**config.mk**
```make
export PLATFORM = sky130hd
export DESIGN_NAME = bcd_counter_n
export DESIGN_NICKNAME = d
export VERILOG_FILES = /design/src/rtl/bcd_cnt_pkg.sv /design/src/rtl/bcd_digit.sv /design/src/rtl/bcd_counter_n.sv
export SDC_FILE = /design/constraint.sdc
export NUM_CORES = 1
export LEC_CHECK = 0
export CAP_MARGIN = 20
export CELL_PAD_IN_SITES_DETAIL_PLACEMENT = 1
export CELL_PAD_IN_SITES_GLOBAL_PLACEMENT = 1
export CORE_ASPECT_RATIO = 0.6
export CORE_MARGIN = 2
export CORE_UTILIZATION = 39
export CTS_BUF_LIST = sky130_fd_sc_hd__clkbuf_16
export DETAILED_ROUTE_END_ITERATION = 16
export GPL_ROUTABILITY_DRIVEN = 0
export PLACE_DENSITY = 0.88
export SLEW_MARGIN = 25
export SYNTH_ARGS = -nofsm -noshare
export SYNTH_HDL_FRONTEND = slang
export SYNTH_SLANG_ARGS = --single-unit
export TNS_END_PERCENT = 30
```
**constraint.sdc**
```tcl
create_clock -name F_IN -period 6 [get_ports F_IN]
set_input_delay 0.6 -clock F_IN [delete_from_list [all_inputs] [get_ports F_IN]]
set_output_delay 0.6 -clock F_IN [all_outputs]
set_load 0.05 [all_outputs]
```
**src/rtl/bcd_cnt_pkg.sv**
```systemverilog
// Shared BCD definitions for the N-decade counter: digit type, digit limits
// and the digit validity check used on parallel load.
package bcd_cnt_pkg;

    typedef logic [3:0] bcd_digit_t;

    localparam bcd_digit_t BCD_MAX = 4'd9;
    localparam bcd_digit_t BCD_MIN = 4'd0;

    function automatic logic bcd_valid(input bcd_digit_t digit);
        return digit <= BCD_MAX;
    endfunction

endpackage

```
**src/rtl/bcd_digit.sv**
```systemverilog
// One BCD decade: next-value and carry/borrow logic for up, down and load.
// Purely combinational; the top level owns the state register.
module bcd_digit
    import bcd_cnt_pkg::*;
(
    input  bcd_digit_t value,
    input  logic       up,
    input  logic       carry_in,
    input  logic       load,
    input  bcd_digit_t load_digit,
    output bcd_digit_t value_next,
    output logic       carry_out
);

    always_comb begin
        value_next = value;
        carry_out  = 1'b0;
        if (load) begin
            value_next = bcd_valid(load_digit) ? load_digit : BCD_MIN;
        end else if (carry_in) begin
            if (up) begin
                if (value >= BCD_MAX) begin
                    value_next = BCD_MIN;
                    carry_out  = 1'b1;
                end else begin
                    value_next = value + 4'd1;
                end
            end else begin
                if (value == BCD_MIN) begin
                    value_next = BCD_MAX;
                    carry_out  = 1'b1;
                end else begin
                    value_next = value - 4'd1;
                end
            end
        end
    end

endmodule

```
**src/rtl/bcd_counter_n.sv**
```systemverilog
// N-decade up/down BCD counter with load, wrap/saturate policy and cascade TC.
// Display latch register is built only when BCD_CNT_LATCH_EN is defined.
module bcd_counter_n
    import bcd_cnt_pkg::*;
#(
    parameter int unsigned DIGITS = 6,
    parameter bit          WRAP   = 1'b1
) (
    input  logic                  F_IN,
    input  logic                  RST_N,
    input  logic                  ENA,
    input  logic                  CLR,
    input  logic                  UP,
    input  logic                  LOAD,
    input  logic [4*DIGITS-1:0]   D,
    input  logic                  LATCH,
    output logic [4*DIGITS-1:0]   Q,
    output logic [4*DIGITS-1:0]   Q_LAT,
    output logic                  TC,
    output logic                  OVF,
    output logic                  LOAD_ERR
);

    localparam int unsigned W = 4 * DIGITS;

    logic [W-1:0]      q_next;
    logic [DIGITS:0]   carry;
    logic [DIGITS-1:0] digit_bad;
    logic              all_max;
    logic              all_min;

    // ENA seeds the ripple; a carry out of the top decade marks the terminal state
    assign carry[0] = ENA;

    for (genvar i = 0; i < DIGITS; i++) begin : g_digit
        bcd_digit u_digit (
            .value      (Q[4*i +: 4]),
            .up         (UP),
            .carry_in   (carry[i]),
            .load       (LOAD),
            .load_digit (D[4*i +: 4]),
            .value_next (q_next[4*i +: 4]),
            .carry_out  (carry[i+1])
        );
        assign digit_bad[i] = !bcd_valid(D[4*i +: 4]);
    end

    always_comb begin
        all_max = 1'b1;
        all_min = 1'b1;
        for (int unsigned k = 0; k < DIGITS; k++) begin
            if (Q[4*k +: 4] != BCD_MAX) all_max = 1'b0;
            if (Q[4*k +: 4] != BCD_MIN) all_min = 1'b0;
        end
    end

    assign TC = ENA & (UP ? all_max : all_min);

    always_ff @(posedge F_IN or negedge RST_N) begin
        if (!RST_N) begin
            Q        <= '0;
            OVF      <= 1'b0;
            LOAD_ERR <= 1'b0;
        end else begin
            LOAD_ERR <= 1'b0;
            if (CLR) begin
                Q   <= '0;
                OVF <= 1'b0;
            end else if (LOAD) begin
                Q        <= q_next;
                OVF      <= 1'b0;
                LOAD_ERR <= |digit_bad;
            end else if (ENA && carry[DIGITS]) begin
                if (WRAP) Q <= q_next;
                OVF <= 1'b1;
            end else begin
                if (ENA) Q <= q_next;
                if (WRAP) OVF <= 1'b0;
            end
        end
    end

`ifdef BCD_CNT_LATCH_EN
    always_ff @(posedge F_IN or negedge RST_N) begin
        if (!RST_N) begin
            Q_LAT <= '0;
        end else if (LATCH) begin
            Q_LAT <= Q;
        end
    end
`else
    logic unused_latch;
    assign unused_latch = LATCH;
    assign Q_LAT        = Q;
`endif

endmodule

```
Word level (Yosys, flattened, before mapping)
Index checks and enable logic that the tools add are counted.
{"block": "totals", "reg_bits": 26, "latch_bits": 0, "mem_bits_rw": 0, "rom_bits": 0, "inputBits": 31, "output_inout_bits": 51, "word_cells": 143, "n_memories": 0}
{"block": "op_classes", "n_addsub": 12, "n_mul": 0, "n_div": 0, "order_cmp": 12, "n_eq_ne": 6, "n_shift": 0, "n_mux": 88, "bitwise": 1, "n_reduce_logical": 21}
{"cell": "2-to-1 mux 4 bit", "count": 36}
{"cell": "2-to-1 mux 24 bit", "count": 4}
{"cell": "2-to-1 mux 1 bit", "count": 48}
{"cell": "nonzero test 4 bit", "count": 7}
{"cell": "adder 4 x 1 -> 4 bit (second input constant)", "count": 6}
{"cell": "greater-or-equal comparator 4 bit (second input constant)", "count": 6}
{"cell": "<= comparator 4 bit (second input constant)", "count": 6}
{"cell": "logical NOT 4 bit", "count": 6}
{"cell": "!= test 4 bit (second input constant)", "count": 6}
{"cell": "subtractor 4 x 1 -> 4 bit (second input constant)", "count": 6}
{"cell": "logical NOT 1 bit", "count": 6}
{"cell": "OR reduction 6 bit", "count": 1}
{"cell": "bitwise AND 1 bit", "count": 1}
{"cell": "logical AND 1 bit", "count": 1}

Logic depth before layout (Yosys ltp)
{"block": "logic_depth", "word_depth": 19, "depth_mapped": 8, "mapped_depth_nobuf": 7}

Hierarchy
A second synthesis with hierarchy kept.
{"block": "hier_totals", "cells_unflattened": 479, "area_unflattened_um2": 3495.9}
{"module": "bcd_digit at g_digit[0].u_digit ...", "instances": 5, "cells_per_inst": 54, "area_each_um2": 352.8, "seq_area_each_um2": 0.0}
{"module": "bcd_counter_n", "instances": 1, "cells_per_inst": 157, "area_each_um2": 1391.3, "seq_area_each_um2": 650.6}
{"module": "bcd_digit at g_digit[5].u_digit", "instances": 1, "cells_per_inst": 52, "area_each_um2": 340.3, "seq_area_each_um2": 0.0}

Worst setup path before layout
OpenSTA, ideal clock, no wires.
{"block": "synth_path", "path_kind": "register to output", "from": "register Q[20]", "to": "output TC", "arrival_ns": 2.394, "required_ns": 5.400, "slack_ns": 3.006, "path_stages_with_launch": 8, "path_buffers": 0, "cell_sequence": "dfrtp_1 -> inv_1 -> ha_1 -> or3b_2 -> nor2_1 -> nand3_1 -> nor4_1 -> o21a_1"}
{"block": "synth_via", "elab_chain_len": 4}
{"item": "start, declared", "line_no": "bcd_counter_n.sv:17", "text": "output logic [4*DIGITS-1:0] Q,"}
{"item": "start signal, assigned", "line_no": "bcd_counter_n.sv:70", "text": "Q <= q_next;"}
{"item": "start signal, assigned", "line_no": "bcd_counter_n.sv:74", "text": "if (WRAP) Q <= q_next;"}
{"item": "start signal, assigned", "line_no": "bcd_counter_n.sv:77", "text": "if (ENA) Q <= q_next;"}
{"item": "!= test 4 bit or nonzero test 4 bit (tied branches)", "line_no": "bcd_counter_n.sv:52, bcd_counter_n.sv:53"}
{"item": "2-to-1 mux 1 bit, on equally long branches", "line_no": "bcd_counter_n.sv:52, bcd_counter_n.sv:53"}
{"item": "2-to-1 mux 1 bit (*)", "line_no": "bcd_counter_n.sv:57", "text": "assign TC = ENA & (UP ? all_max : all_min);"}
{"item": "bitwise AND 1 bit (*)", "line_no": "bcd_counter_n.sv:57"}
{"item": "end, declared", "line_no": "bcd_counter_n.sv:19", "text": "output logic TC,"}
Every way passes the cells marked *; elsewhere a longest branch is shown, timed or not.

Worst setup path after layout
{"block": "layout_path", "from": "input UP", "to": "output TC"}
{"block": "layout_via", "elab_chain_len": 2}
{"item": "start, declared", "line_no": "bcd_counter_n.sv:13", "text": "input logic UP,"}
{"item": "2-to-1 mux 1 bit", "line_no": "bcd_counter_n.sv:57"}
{"item": "bitwise AND 1 bit", "line_no": "bcd_counter_n.sv:57"}
No other way between the ends.

==> impl_metrics.env <==
export IMPL_port_buffers=80
export IMPL_synth_edff_count=0
export IMPL_grt_total_usage_pct=24.9
export IMPL_ys_top_cells_by_count="sky130_fd_sc_hd__nor2_1, sky130_fd_sc_hd__dfrtp_1, sky130_fd_sc_hd__o21ai_0, sky130_fd_sc_hd__buf_4, sky130_fd_sc_hd__inv_1"
export IMPL_routed_wl_um=10700
export IMPL_clkSinkCount=26
export IMPL_power_frac_comb_pct=48.3
export IMPL_crit_fanout=45
export IMPL_power_leakage_uw=0.00143
export IMPL_critPathArrivalTime_ns=3.35
export IMPL_timing_hold_violations_final=0
export IMPL_fin_nets=476
export IMPL_synth_nets=435
export IMPL_maximum_number_of_pins_on_one_net_before_global_route_repair=46
export IMPL_dr_total_vias=3208
export IMPL_flop_and_latch_count_out_of_synthesis=26
export IMPL_postSynthAreaPerCell_um2=7.94
export IMPL_tritoncts="yes"
export IMPL_syn_inst=386
export IMPL_finalWorstPathRequiredPeriod_ns=3.95
export IMPL_drt_wirelength_per_cell_um=20.2
export IMPL_max_freq_mhz=253
export IMPL_cts_reportedPaths_clkPinSlew_ns=0.07
export IMPL_iteration_count_of_the_initial_detailed_routing_pass=5
export IMPL_max_slew_worst_pin_slew_ns=0.840
export IMPL_postRouteAntennaNets=0
export IMPL_cts_resized=0
export IMPL_fp_coreArea_mm2=0.00745
export IMPL_yosysMostFrequentCell="sky130_fd_sc_hd__nor2_1"
export IMPL_dr_first_iter_drc_count=271
export IMPL_most_instantiated_flip_flop_cell_in_the_synthesis_netlist="sky130_fd_sc_hd__dfrtp_1"
export IMPL_num_ports=82
export IMPL_unrepaired_setup_endpoints_after_global_routing="no"
export IMPL_h_tree_levels=1
export IMPL_die_w_um=118
export IMPL_fin_crit_sh_pct=65.8
export IMPL_placed_cells=526
export IMPL_initial_antenna_violation_count=0
export IMPL_drcViolationCount=0
export IMPL_tritoncts_num_buffers=3
export IMPL_initial_utilization_pct=41.2
export IMPL_clock_skew_ns=0.00246
export IMPL_crit_path_launch_type="input pin"
export IMPL_yosys_area_top_type="sky130_fd_sc_hd__dfrtp_1"
export IMPL_clock_tree_root_cell="sky130_fd_sc_hd__clkbuf_16"
export IMPL_total_congestion_overflow_after_global_routing=0
export IMPL_fin_tns_setup_ns=0
export IMPL_setup_repair_bufs_after_cts=0
export IMPL_cap_viol_max_count=0
export IMPL_irDropWorstVdd_mv=0.123
export IMPL_crit_type="input pin to primary output"
export IMPL_count_of_synthesis_stage_warnings_from_yosys=0
export IMPL_insertedDiodeCount=0
export IMPL_sw_frac_of_total_pct=44.7
export IMPL_register_area_share_after_synthesis_pct=21.2
export IMPL_synth_area_mm2=0.00307
export IMPL_crit_required_ns=5.40
export IMPL_die_height_um=72.7
export IMPL_slew_limit_headroom_pct=43.9
export IMPL_timing_final_setup_violations=0
export IMPL_finalMaxSlewViolations=0
export IMPL_status="finished clean"
export IMPL_holdBufCountCts=0
export IMPL_hp_class="flop to flop"
export IMPL_areaGrowthSynthToFinish_pct=23.3
export IMPL_final_layout_size_suffix_gt1_share_pct=5.87
export IMPL_power_net_switching_uw=332
export IMPL_synth_lib_cells_used_distinct=66
export IMPL_pwr_share_clk_pct=21.9
export IMPL_power_per_cell_area_mw_per_mm2=196
export IMPL_core_rowCount=24
export IMPL_global_route_wire_length_before_repair_um=17000
export IMPL_finish_cell_count_without_fillers=530
export IMPL_async_reset_ff_share_pct=100
export IMPL_grt_pass1_vias=3202
export IMPL_worst_setup_path_end_kind="primary output"
export IMPL_hpwl_um=7920
export IMPL_insertion_delay_ns=0.27
export IMPL_portion_of_synthesized_cell_area_occupied_by_the_leading_cell_type_pct=21.2
export IMPL_power_report_internal_total_uw=410
export IMPL_seqPwrFrac_pct=29.9
export IMPL_layout_filler_cells=905
export IMPL_synth_top_cells_by_area="sky130_fd_sc_hd__dfrtp_1, sky130_fd_sc_hd__ha_1, sky130_fd_sc_hd__buf_4"
export IMPL_cts_root_to_sink_buffers=2
export IMPL_floorplan_die_area_mm2=0.00861
export IMPL_routed_via_density=6.05
final timing paths:
path / depth (start not counted) / to / startpoint / slack [ns]
worst min register to register: 2 / Q[17] / Q[17] / 0.67
worst max register to register: 7 / Q[9] / Q[0] / 3.03
min in group asynchronous: 2 / Q[18] / RST_N / 0.73
max in group asynchronous: 2 / Q[15] / RST_N / 4.98
worst max-delay path: 8 / TC / UP / 2.05
worst min-delay path: 2 / Q[17] / Q[17] / 0.67
cell type report:
type	instances	area (µm²)	share of cell area, %
flip-flops and latches	26	651	17.2
multi-input cells	288	2010	53.0
repair buffers	84	826	21.8
clock inverters	1	3.75	0.0993
clock buffers	3	75.1	1.99
well taps	104	130	3.44
inverters	24	90.1	2.38
worst max-delay path, cell delays in order:
cell and delay (ns):
sky130_fd_sc_hd__clkdlybuf4s50_1 0.40, sky130_fd_sc_hd__buf_4 0.27, sky130_fd_sc_hd__or3b_2 0.51, sky130_fd_sc_hd__nor2_1 0.16
sky130_fd_sc_hd__nand3_1 0.11, sky130_fd_sc_hd__nor4_1 0.30, sky130_fd_sc_hd__o21a_1 0.17, sky130_fd_sc_hd__clkdlybuf4s50_1 0.80
logic make-up (layout without fill, tap and decap cells):
group	count (synthesis)	in the layout	synth area share, %
and+or+nand+nor	136	136	25.5
muxes	6	6	1.96
buffers and inverters	72	112	13.3
adders and majority gates	18	18	7.35
AOI/OAI and AO/OA	125	125	29.8
xor gates and xnor gates	3	3	0.857
DFF	26	26	21.2
registers in the layout, indices dropped and copies added (netlist names):
register	flops
LOAD_ERR	1
OVF	1
Q	24
power groups by stage:
stage | sequential (µW) | combinational [µW] | clock [µW]
2_1_floorplan | 252 | 222 | 0
3_3_place_gp | 222 | 342 | 0
3_5_place_dp | 224 | 353 | 0
4_1_cts | 221 | 356 | 166
5_1_grt | 226 | 381 | 174
6_report | 222 | 358 | 163
cells in the final DEF (no fill, tap or decap), types with 3 or more instances in the layout:
master                            synthesis  final
sky130_fd_sc_hd__nor2b_1                  4      4
sky130_fd_sc_hd__dfrtp_1                 26     26
sky130_fd_sc_hd__a311oi_1                 3      3
sky130_fd_sc_hd__nor3_1                   8      8
sky130_fd_sc_hd__o21ba_2                  3      3
sky130_fd_sc_hd__nor4_1                   4      4
sky130_fd_sc_hd__nand2_1                 20     20
sky130_fd_sc_hd__o31a_1                   5      5
sky130_fd_sc_hd__buf_4                   24      4
sky130_fd_sc_hd__nand3b_1                 3      3
sky130_fd_sc_hd__a21oi_1                 18     18
sky130_fd_sc_hd__nand2b_1                18     18
sky130_fd_sc_hd__a211oi_1                 8      8
sky130_fd_sc_hd__nand4_1                  4      4
sky130_fd_sc_hd__o21bai_1                 5      5
sky130_fd_sc_hd__a221oi_1                 8      8
sky130_fd_sc_hd__mux2i_1                  6      6
sky130_fd_sc_hd__or3b_2                   4      4
sky130_fd_sc_hd__nor3b_1                 10     10
sky130_fd_sc_hd__o22ai_1                  3      3
sky130_fd_sc_hd__clkdlybuf4s50_1          0     79
sky130_fd_sc_hd__nand3_1                  9      9
sky130_fd_sc_hd__nor2_1                  33     33
sky130_fd_sc_hd__clkbuf_16                0      3
sky130_fd_sc_hd__inv_1                   24     24
sky130_fd_sc_hd__o311ai_0                 3      3
sky130_fd_sc_hd__ha_1                    18     18
sky130_fd_sc_hd__a31oi_1                  8      8
sky130_fd_sc_hd__o21ai_0                 25     25
sky130_fd_sc_hd__o31ai_1                  5      5
through the flow:
step	setup WS [ns]	power, µW	cell area [µm²]	util [%]	hold WS (ns)
2_1_floorplan	3.01	474	3070	-	0.304
3_3_place_gp	2.09	564	3710	49.8	0.604
3_5_place_dp	2.07	578	3710	49.8	0.654
4_1_cts	2.07	743	3790	50.8	0.666
5_1_grt	1.86	781	3780	50.8	0.696
6_report	2.05	743	3780	50.8	0.668
per-layer routing:
layer | track usage (%) | routed length (µm) | part of all wire (%) | vias up
li1 | - | - | - | 1488
met1 | 35.9 | 5270 | 49 | 1568
met2 | 38.9 | 4640 | 43 | 146
met3 | 5.31 | 735 | 6.9 | 6
met4 | 4.37 | 46 | 0.43 | 0
met5 | 0 | 0 | 0 | -
(Power assumes the default switching activity.)
